--- src/rtl/synthesis_pe.sv ---
// synthesis_pe: FP16 multiply-accumulate cell for an output-stationary systolic array.
// Optional build macro PE_ZERO_GATING_EN skips operand pairs that are zero or below the exponent threshold.
module synthesis_pe #(
   parameter int IA_W = 16,
   parameter int IB_W = 16,
   parameter int OC_W = 16,
   parameter int TH_W = 2
) (
   input  logic            i_clk,
   input  logic            i_rstn,
   input  logic [IA_W-1:0] i_a,
   input  logic [IB_W-1:0] i_b,
   input  logic [OC_W-1:0] i_c,
   input  logic            i_reg_clear,
   input  logic            i_cell_en,
   input  logic            i_cell_sc_en,
   input  logic            i_pipeline_en,
   input  logic            i_cswitch,
   input  logic            i_cscan_en,
   input  logic [TH_W-1:0] i_thres,
   output logic            o_cswitch,
   output logic            o_cell_en,
   output logic [IA_W-1:0] o_a,
   output logic [IB_W-1:0] o_b,
   output logic [OC_W-1:0] o_c
);

   localparam logic [15:0] QNAN = 16'h7E00;

   // Round-to-nearest-even on an 11-bit significand, then saturate to inf or flush to signed zero.
   function automatic logic [15:0] fp16_round(input logic s, input int e_in, input logic [10:0] m_in,
                                              input logic g, input logic st);
      logic [11:0] m;
      int          e;
      logic [15:0] r;
      m = {1'b0, m_in};
      e = e_in;
      if (g && (st || m_in[0])) m = m + 12'd1;
      if (m[11]) begin
         m = m >> 1;
         e = e + 1;
      end
      if (e >= 31)     r = {s, 5'h1F, 10'h000};
      else if (e <= 0) r = {s, 15'h0000};
      else             r = {s, e[4:0], m[9:0]};
      return r;
   endfunction

   function automatic logic [15:0] fp16_mul(input logic [15:0] x, input logic [15:0] y);
      logic        s;
      logic [4:0]  ex, ey;
      logic [9:0]  mx, my;
      logic [21:0] p;
      logic [10:0] m;
      logic        g, st;
      int          e;
      logic [15:0] r;
      s  = x[15] ^ y[15];
      ex = x[14:10];
      ey = y[14:10];
      mx = x[9:0];
      my = y[9:0];
      if ((ex == 5'h1F && mx != 10'd0) || (ey == 5'h1F && my != 10'd0)) begin
         r = QNAN;
      end else if (ex == 5'h1F || ey == 5'h1F) begin
         r = (ex == 5'd0 || ey == 5'd0) ? QNAN : {s, 5'h1F, 10'h000};
      end else if (ex == 5'd0 || ey == 5'd0) begin
         r = {s, 15'h0000};
      end else begin
         p = 22'({1'b1, mx}) * 22'({1'b1, my});
         e = int'(ex) + int'(ey) - 15;
         if (p[21]) begin
            m  = p[21:11];
            g  = p[10];
            st = |p[9:0];
            e  = e + 1;
         end else begin
            m  = p[20:10];
            g  = p[9];
            st = |p[8:0];
         end
         r = fp16_round(s, e, m, g, st);
      end
      return r;
   endfunction

   // A zero addend returns the other operand untouched, so a zero product never disturbs acc.
   function automatic logic [15:0] fp16_add(input logic [15:0] x, input logic [15:0] y);
      logic [15:0] big, sml, r;
      logic [13:0] bx, by, sh, mask, r14;
      logic [14:0] r15;
      int          e, d;
      r = x;
      if ((x[14:10] == 5'h1F && x[9:0] != 10'd0) || (y[14:10] == 5'h1F && y[9:0] != 10'd0)) begin
         r = QNAN;
      end else if (x[14:10] == 5'h1F && y[14:10] == 5'h1F) begin
         r = (x[15] != y[15]) ? QNAN : x;
      end else if (x[14:10] == 5'h1F) begin
         r = x;
      end else if (y[14:10] == 5'h1F) begin
         r = y;
      end else if (y[14:10] == 5'd0) begin
         r = x;
      end else if (x[14:10] == 5'd0) begin
         r = y;
      end else begin
         if (x[14:0] >= y[14:0]) begin
            big = x;
            sml = y;
         end else begin
            big = y;
            sml = x;
         end
         e  = int'(big[14:10]);
         d  = int'(big[14:10]) - int'(sml[14:10]);
         bx = {1'b1, big[9:0], 3'b000};
         by = {1'b1, sml[9:0], 3'b000};
         if (d >= 14) begin
            sh = 14'd1;
         end else begin
            mask  = (14'd1 << d) - 14'd1;
            sh    = by >> d;
            sh[0] = sh[0] | (|(by & mask));
         end
         if (big[15] == sml[15]) r15 = {1'b0, bx} + {1'b0, sh};
         else                    r15 = {1'b0, bx} - {1'b0, sh};
         if (r15 == 15'd0) begin
            r = 16'h0000;
         end else begin
            if (r15[14]) begin
               r14    = r15[14:1];
               r14[0] = r14[0] | r15[0];
               e      = e + 1;
            end else begin
               r14 = r15[13:0];
            end
            for (int i = 0; i < 13; i++) begin
               if (!r14[13]) begin
                  r14 = r14 << 1;
                  e   = e - 1;
               end
            end
            r = fp16_round(big[15], e, r14[13:3], r14[2], |r14[1:0]);
         end
      end
      return r;
   endfunction

   logic [IA_W-1:0] a_p1_q, a_p1_d;
   logic [IB_W-1:0] b_p1_q, b_p1_d;
   logic            cell_en_p1_q, cell_en_p1_d;
   logic            cswitch_p1_q, cswitch_p1_d;
   logic [OC_W-1:0] prod_p2_q, prod_p2_d;
   logic            vld_p2_q, vld_p2_d;
   logic [OC_W-1:0] acc_q, acc_d;
   logic [OC_W-1:0] scan_q, scan_d;
   logic [OC_W-1:0] acc_next;
   logic            cs_fire;
   logic            gated;

`ifdef PE_ZERO_GATING_EN
   function automatic logic fp16_gate(input logic [15:0] v, input logic [TH_W-1:0] th);
      return (v[14:10] == 5'd0) || (v[14:10] < 5'(th));
   endfunction

   assign gated = fp16_gate(a_p1_q, i_thres) | fp16_gate(b_p1_q, i_thres);
`else
   logic unused_thres;
   assign gated        = 1'b0;
   assign unused_thres = ^i_thres;
`endif

   assign cs_fire  = i_cswitch & i_pipeline_en;
   assign acc_next = vld_p2_q ? fp16_add(acc_q, prod_p2_q) : acc_q;

   always_comb begin
      a_p1_d       = a_p1_q;
      b_p1_d       = b_p1_q;
      cell_en_p1_d = cell_en_p1_q;
      cswitch_p1_d = cswitch_p1_q;
      prod_p2_d    = prod_p2_q;
      vld_p2_d     = vld_p2_q;
      acc_d        = acc_q;
      scan_d       = scan_q;
      if (i_pipeline_en) begin
         a_p1_d       = i_a;
         b_p1_d       = i_b;
         cell_en_p1_d = i_cell_en;
         cswitch_p1_d = i_cswitch;
         if (!gated) prod_p2_d = fp16_mul(a_p1_q, b_p1_q);
         vld_p2_d = cell_en_p1_q & ~gated;
         acc_d    = acc_next;
      end
      // Products still in flight after a switch land in the freshly loaded context.
      if (cs_fire) acc_d = i_cell_sc_en ? scan_q : '0;
      if (i_reg_clear) begin
         acc_d    = '0;
         vld_p2_d = 1'b0;
      end
      if (cs_fire)         scan_d = acc_next;
      else if (i_cscan_en) scan_d = i_c;
   end

   // Stage boundary: operand forwarding (p1), product (p2), accumulator and scan chain.
   always_ff @(posedge i_clk or negedge i_rstn) begin
      if (!i_rstn) begin
         a_p1_q       <= '0;
         b_p1_q       <= '0;
         cell_en_p1_q <= 1'b0;
         cswitch_p1_q <= 1'b0;
         prod_p2_q    <= '0;
         vld_p2_q     <= 1'b0;
         acc_q        <= '0;
         scan_q       <= '0;
      end else begin
         a_p1_q       <= a_p1_d;
         b_p1_q       <= b_p1_d;
         cell_en_p1_q <= cell_en_p1_d;
         cswitch_p1_q <= cswitch_p1_d;
         prod_p2_q    <= prod_p2_d;
         vld_p2_q     <= vld_p2_d;
         acc_q        <= acc_d;
         scan_q       <= scan_d;
      end
   end

   assign o_a       = a_p1_q;
   assign o_b       = b_p1_q;
   assign o_cell_en = cell_en_p1_q;
   assign o_cswitch = cswitch_p1_q;
   assign o_c       = scan_q;

endmodule

--- config.mk ---
export PLATFORM = sky130hd
export DESIGN_NAME = synthesis_pe
export DESIGN_NICKNAME = d
export VERILOG_FILES = /design/src/rtl/synthesis_pe.sv
export SDC_FILE = /design/constraint.sdc
export NUM_CORES = 1
export LEC_CHECK = 0
export CAP_MARGIN = 5
export CORE_ASPECT_RATIO = 0.9
export CORE_MARGIN = 2
export CORE_UTILIZATION = 30
export DETAILED_ROUTE_END_ITERATION = 8
export PLACE_DENSITY = 0.49
export SYNTH_ARGS = -nofsm -noshare
export SYNTH_HDL_FRONTEND = slang
export SYNTH_SLANG_ARGS = --single-unit
--- constraint.sdc ---
create_clock -name i_clk -period 20.4 [get_ports i_clk]
set_input_delay 6.12 -clock i_clk [delete_from_list [all_inputs] [get_ports i_clk]]
set_output_delay 6.12 -clock i_clk [all_outputs]
set_load 0.05 [all_outputs]
==> results of run 1 <==
[synth_stat cells (all sizes together) (23+ instances only)]
library cell  instances
nand3                95
dfrtp                83
a21o                 35
o31ai                23
xor2                 32
fa                   82
a31oi                39
and2                 85
buf                  25
nor2                214
nor4                 50
mux2i                44
ha                  134
o21ai               158
o211ai               30
nand4                49
or3                  23
nor2b                26
a22oi                24
mux2                 42
nor3                 82
and3                 34
nand2               262
o21a                 25
nand2b               23
a21oi               167
inv                 205
xnor2                91
or2                  25
clkbuf              105
a211oi               47
[registers in the layout, indices dropped and copies added, names as in the netlist]
| signal | cells |
|---|---|
| acc_q | 16 |
| o_a | 16 |
| o_b | 16 |
| o_c | 16 |
| prod_p2_q | 16 |
| o_cell_en | 1 |
| o_cswitch | 1 |
| vld_p2_q | 1 |
[worst min path at each step]
stage | endpoint | slack (ps) | start
6_report | o_cswitch$_DFFE_PN0P_ | 490 | o_cswitch$_DFFE_PN0P_
4_1_cts | o_cswitch$_DFFE_PN0P_ | 500 | o_cswitch$_DFFE_PN0P_
2_1_floorplan | prod_p2_q[15]$_DFFE_PN0P_ | 500 | prod_p2_q[15]$_DFFE_PN0P_
5_1_grt | o_cswitch$_DFFE_PN0P_ | 530 | o_cswitch$_DFFE_PN0P_
3_5_place_dp | o_cswitch$_DFFE_PN0P_ | 480 | o_cswitch$_DFFE_PN0P_
3_3_place_gp | o_cswitch$_DFFE_PN0P_ | 470 | o_cswitch$_DFFE_PN0P_
[placed cells by master (no fill, tap or decap), types with 25 or more instances in the layout]
cell type,count
a211oi_1,43
a21o_1,35
a21oi_1,166
a31oi_1,38
and2_1,84
and3_1,34
buf_4,34
clkdlybuf4s50_1,103
dfrtp_1,83
fa_1,82
ha_1,134
inv_1,203
mux2_2,42
mux2i_1,44
nand2_1,261
nand3_1,95
nand4_1,48
nor2_1,214
nor2b_1,26
nor3_1,79
nor4_1,44
o211ai_1,30
o21a_1,25
o21ai_0,135
xnor2_1,82
xor2_1,30
[metal layers]
| layer | track usage, % | wire length (um) | up-vias |
|---|---|---|---|
| li1 | - | - | 9626 |
| met1 | 31.0 | 34100 | 10000 |
| met2 | 30.8 | 29200 | 674 |
| met3 | 2.93 | 4610 | 50 |
| met4 | 3.22 | 740 | 0 |
| met5 | 0 | 0 | - |
[stage by stage]
| stage | hold WS (ps) | util [%] | instances | cell area [um^2] | setup slack [ps] |
|---|---|---|---|---|---|
| 2_1_floorplan | 504 | - | 2624 | 19400 | 4090 |
| 5_1_grt | 529 | 33.7 | 3503 | 21500 | 1190 |
| 3_3_place_gp | 468 | 33.1 | 3487 | 21200 | 2890 |
| 6_report | 486 | 33.7 | 3504 | 21500 | 2370 |
| 3_5_place_dp | 477 | 33.1 | 3487 | 21200 | 2760 |
| 4_1_cts | 497 | 33.7 | 3503 | 21500 | 2690 |
[logic make-up (layout without fill, tap and decap cells)]
logic type | after synthesis | count (layout) | synth area share [%]
other cells | 0 | 1 | 0
xor+xnor | 130 | 130 | 6.98
compound gates | 740 | 740 | 26.1
simple gates | 1027 | 1027 | 26.9
fa+ha+maj | 217 | 217 | 17.2
mux | 92 | 92 | 5.42
flops | 83 | 83 | 10.7
buf+inv | 335 | 359 | 6.68
[cell type report]
class | instances | area [um^2] | area share [%]
Clock inverter | 6 | 113 | 0.523
Antenna cell | 1 | 2.50 | 0.0116
Sequential cell | 83 | 2080 | 9.64
Multi-Input combinational cell | 2206 | 16000 | 74.2
Timing Repair Buffer | 138 | 1290 | 5.99
Inverter | 205 | 769 | 3.57
Clock buffer | 10 | 239 | 1.11
Tap cell | 855 | 1070 | 4.97
==> flow_summary.ini, run 1 <==
[min_path]
whs_path_depth = 1
hold_path.class = reg -> reg

[yosys]
syn_inst = 2624
seq_area_frac_synth_pct = 10.7
synth_area_leaders = dfrtp_1, ha_1, fa_1
synth_edf_count = 0
ys_types = 108
synth_top_area_share_pct = 10.7
synth_warnings = 0
synth-async-reset-ratio_pct = 100
avgSynthCellArea_um2 = 7.38
synth_area_um2 = 19400
synth_area_leader_cell = dfrtp_1
ys_dominant_reg_cell = dfrtp_1
synth_seq_cells = 83
synth.net_count = 2898

[clock_network]
cts_resized = 0
ctsLongestPathBuffers = 2
clk_latency_ps = 360
htree_levels = 3
cts-root-buf = clkbuf_16
tritoncts = built
clock_sinks = 83
post-cts-setup-buffers = 0
cts_buffers = 9
path_clk_slew_ps = 70
cts_hold_buf = 0

[drt]
routed_wl_um = 68700
first_pass_iters = 5
ant_nets = 0
viasPerCell = 5.81
num_vias = 20400
avgRoutedWirePerCell_um = 19.6
drc = 0
drtIter0Drc = 1834

[floorplanning]
die_area_um2 = 66600
num_rows = 88
initial_core_util_pct = 30.3
coreArea_um2 = 64000
die_x_um = 272
die_y_um = 245
ios = 108

[global_route]
grt_use_total_pct = 20.4
gr-total-overflow = 0
antenna_found_initial = 1
grt_first_pass_wirelength_um = 111000
grt_max_degree = 65
grt_pass1_vias = 19700

[setup_path]
cpLargestDelayFamily = compound AO/OA/AOI/OAI gates
critPathKind = reg -> reg
cp_max_fo = 15
reg2regPathDepth = 72
endpoint_kind = flop
timing.rr.end = o_c[12]$_DFFE_PN0P_
cp.required_ps = 20600
reg2reg_from = prod_p2_q[12]$_DFFE_PN0P_
r2r_setup_slack_ps = 2370
crit_top_cell = ha_1
endpoint = o_c[12]$_DFFE_PN0P_
worstPathArrival_ps = 18230
cpPeakStageDelay_ps = 620
crit_path_start = prod_p2_q[12]$_DFFE_PN0P_
crit_cells = 72
slowest_stage = a2111oi_4
crit_buf_inv = 6
start_kind = flop

[sta]
fin_crit_sh_pct = 88.4
rsz0062_at_grt = no
finalClockSkew_ps = 9.13
fmax_ghz = 0.0555
setup-violations-final = 0
slew_headroom_pct = 27.8
drv_slew = 0
min_period_ps = 18030
worst_slew_pin_slew_ps = 1080
tns_ps = 0
hold_violations = 0

[status]
outcome = finished, final reports clean

[final_layout]
layout.nets = 2917
area_growth_pct = 11.3
final.fill_count = 6813
drive_gt1_share_pct = 6.53

[placement]
place_hpwl_um = 55100
port_buffers = 105
place_congestion = 0.898

[flow_run]
drv_cap = 0
Power of run 1 is not shown: default switching activity piles up to over one toggle a cycle in this logic, so the estimate is an artifact.
==> run 2: changes to the inputs <==
--- a/config.mk
+++ b/config.mk
@@ -11,6 +11,7 @@
 export CORE_UTILIZATION = 30
 export DETAILED_ROUTE_END_ITERATION = 8
 export PLACE_DENSITY = 0.49
+export RECOVER_POWER = 100
 export SYNTH_ARGS = -nofsm -noshare
 export SYNTH_HDL_FRONTEND = slang
 export SYNTH_SLANG_ARGS = --single-unit
==> run 2 against run 1 <==
Net effect:
- the flow now finishes with violations (capacitance limit, slew limit)
- wire length barely moved
- critical path depth rose by 1
- core utilization barely moved
- sequential cell count did not move
- worst hold slack got worse by 5.7 ps
- sequential share of layout area barely moved
- register-to-register slack got worse by 380 ps
- critical path type unchanged
- critical endpoint is now acc_q[4]$_DFFE_PN0P_
- largest cell class unchanged
- highest routed layer unchanged
==> flow_summary.ini, run 2 (synthesis gave the netlist of run 1 again) <==
[status]
outcome = finished with violations
violations = capacitance limit, slew limit

[clock_network]
cts_buffers = 9
clk_latency_ps = 360
cts-root-buf = clkbuf_16
htree_levels = 3
tritoncts = built
path_clk_slew_ps = 60
cts_resized = 0
clock_sinks = 83
cts_hold_buf = 0
ctsLongestPathBuffers = 2
post-cts-setup-buffers = 0

[sta]
worst_slew_pin_slew_ps = 3570
rsz0062_at_grt = no
min_period_ps = 18400
setup-violations-final = 0
finalClockSkew_ps = 9.25
fin_crit_sh_pct = 90.2
hold_violations = 0
drv_slew = 127
tns_ps = 0
fmax_ghz = 0.0543
slew_headroom_pct = -138

[setup_path]
worstPathArrival_ps = 18680
crit_path_start = prod_p2_q[12]$_DFFE_PN0P_
crit_top_cell = ha_1
start_kind = flop
endpoint_kind = flop
slowest_stage = a2111oi_4
cp_max_fo = 15
reg2reg_from = prod_p2_q[12]$_DFFE_PN0P_
cp.required_ps = 20680
cpPeakStageDelay_ps = 630
reg2regPathDepth = 73
critPathKind = reg -> reg
r2r_setup_slack_ps = 2000

[global_route]
grt_first_pass_wirelength_um = 111000
use_met3_pct = 2.93
gr-total-overflow = 0
grt_pass1_vias = 19700
grt.met2_usage_pct = 30.8
grt_busiest_layer = met1
grt_use_total_pct = 20.4
grt_max_degree = 65
antenna_found_initial = 1
met1_usage_pct = 31.0

[min_path]
whs_path_depth = 1
hold_path.class = reg -> reg
worstHoldStart = o_cswitch$_DFFE_PN0P_

[placement]
place_congestion = 0.898
place_hpwl_um = 55100
port_buffers = 105

[floorplanning]
coreArea_um2 = 64000
die_x_um = 272
die_y_um = 245
die_area_um2 = 66600
ios = 108
initial_core_util_pct = 30.3
num_rows = 88

[drt]
ant_nets = 0
avgRoutedWirePerCell_um = 19.6
routed_wl_um = 68600
drc = 0
viasPerCell = 5.80
drtIter0Drc = 1803
num_vias = 20300
first_pass_iters = 6

[flow_run]
drv_cap = 2

[final_layout]
drive_gt1_share_pct = 6.23
final_common_cell = nand2_1
area_growth_pct = 11.2
final_cell_mix = nand2_1, nor2_1, inv_1, a21oi_1, o21ai_0
layout.nets = 2917
final.fill_count = 6817
run 2: changes by cell type in the layout (fill, tap and decap cells not counted), moves of 2 or more:
| cell | change |
|---|---|
| clkdlybuf4s50_1 | -50 |
| dlygate4sd3_1 | +50 |
| o21ai_0 | +8 |
| o21ai_1 | -8 |
| buf_4 | -5 |
| clkbuf_1 | +5 |
| and2_0 | +2 |
| and2_1 | -2 |
run 2: metrics by stage:
stage	std cells	hold slack [ps]	worst slack, ps	util (%)	instance area, um^2
finish	3504	480	2000	33.6	21500
global route	3503	524	761	33.6	21500
CTS	3503	497	2690	33.7	21500
detailed placement	3487	477	2760	33.1	21200
global placement	3487	468	2890	33.1	21200
floorplan	2624	504	4090	-	19400
run 2: final cells by class:
class / count / area, um^2 / share of cell area [%]
Antenna cell: 1 / 2.50 / 0.0116
Clock buffer: 10 / 239 / 1.11
Clock inverter: 6 / 113 / 0.523
Inverter: 205 / 769 / 3.58
Multi-Input combinational cell: 2206 / 16000 / 74.2
Sequential cell: 83 / 2080 / 9.65
Tap cell: 855 / 1070 / 4.97
Timing Repair Buffer: 138 / 1270 / 5.91
run 2: worst max-delay path, delay by kind of cell, from the launching register on:
family          cells  cell delay, ps
compound gates     23            5470
xor+xnor            3             940
fa+ha+maj          14            4770
buf+inv             7            1960
flops               1             570
mux                 5            1160
simple gates       21            3380
run 2: path summary, 6_finish.rpt:
| path | end |
|---|---|
| worst max-delay path | acc_q[4]$_DFFE_PN0P_ |
| worst min-delay path | o_cswitch$_DFFE_PN0P_ |
| worst max register to register | acc_q[4]$_DFFE_PN0P_ |
| worst min register to register | o_cswitch$_DFFE_PN0P_ |
| max in group asynchronous | vld_p2_q$_DFFE_PN0P_ |
| min in group asynchronous | o_a[8]$_DFFE_PN0P_ |
run 2: per-layer routing:
layer,up-vias,share of wire (%)
met5,-,0
met4,0,1.1
met3,54,6.6
met2,646,43
met1,10000,50
li1,9622,-
Power of run 2 is left out for the same reason.
==> run 3: changes to the inputs <==
--- a/config.mk
+++ b/config.mk
@@ -10,8 +10,10 @@
 export CORE_MARGIN = 2
 export CORE_UTILIZATION = 30
 export DETAILED_ROUTE_END_ITERATION = 8
+export HOLD_SLACK_MARGIN = 0.08
 export PLACE_DENSITY = 0.49
 export RECOVER_POWER = 100
+export SKIP_CTS_REPAIR_TIMING = 1
 export SYNTH_ARGS = -nofsm -noshare
 export SYNTH_HDL_FRONTEND = slang
 export SYNTH_SLANG_ARGS = --single-unit
==> results of run 3 <==
Same layout as run 2: the final DEF is identical, and so are final timing and power.
Power of run 3 is left out for the same reason.
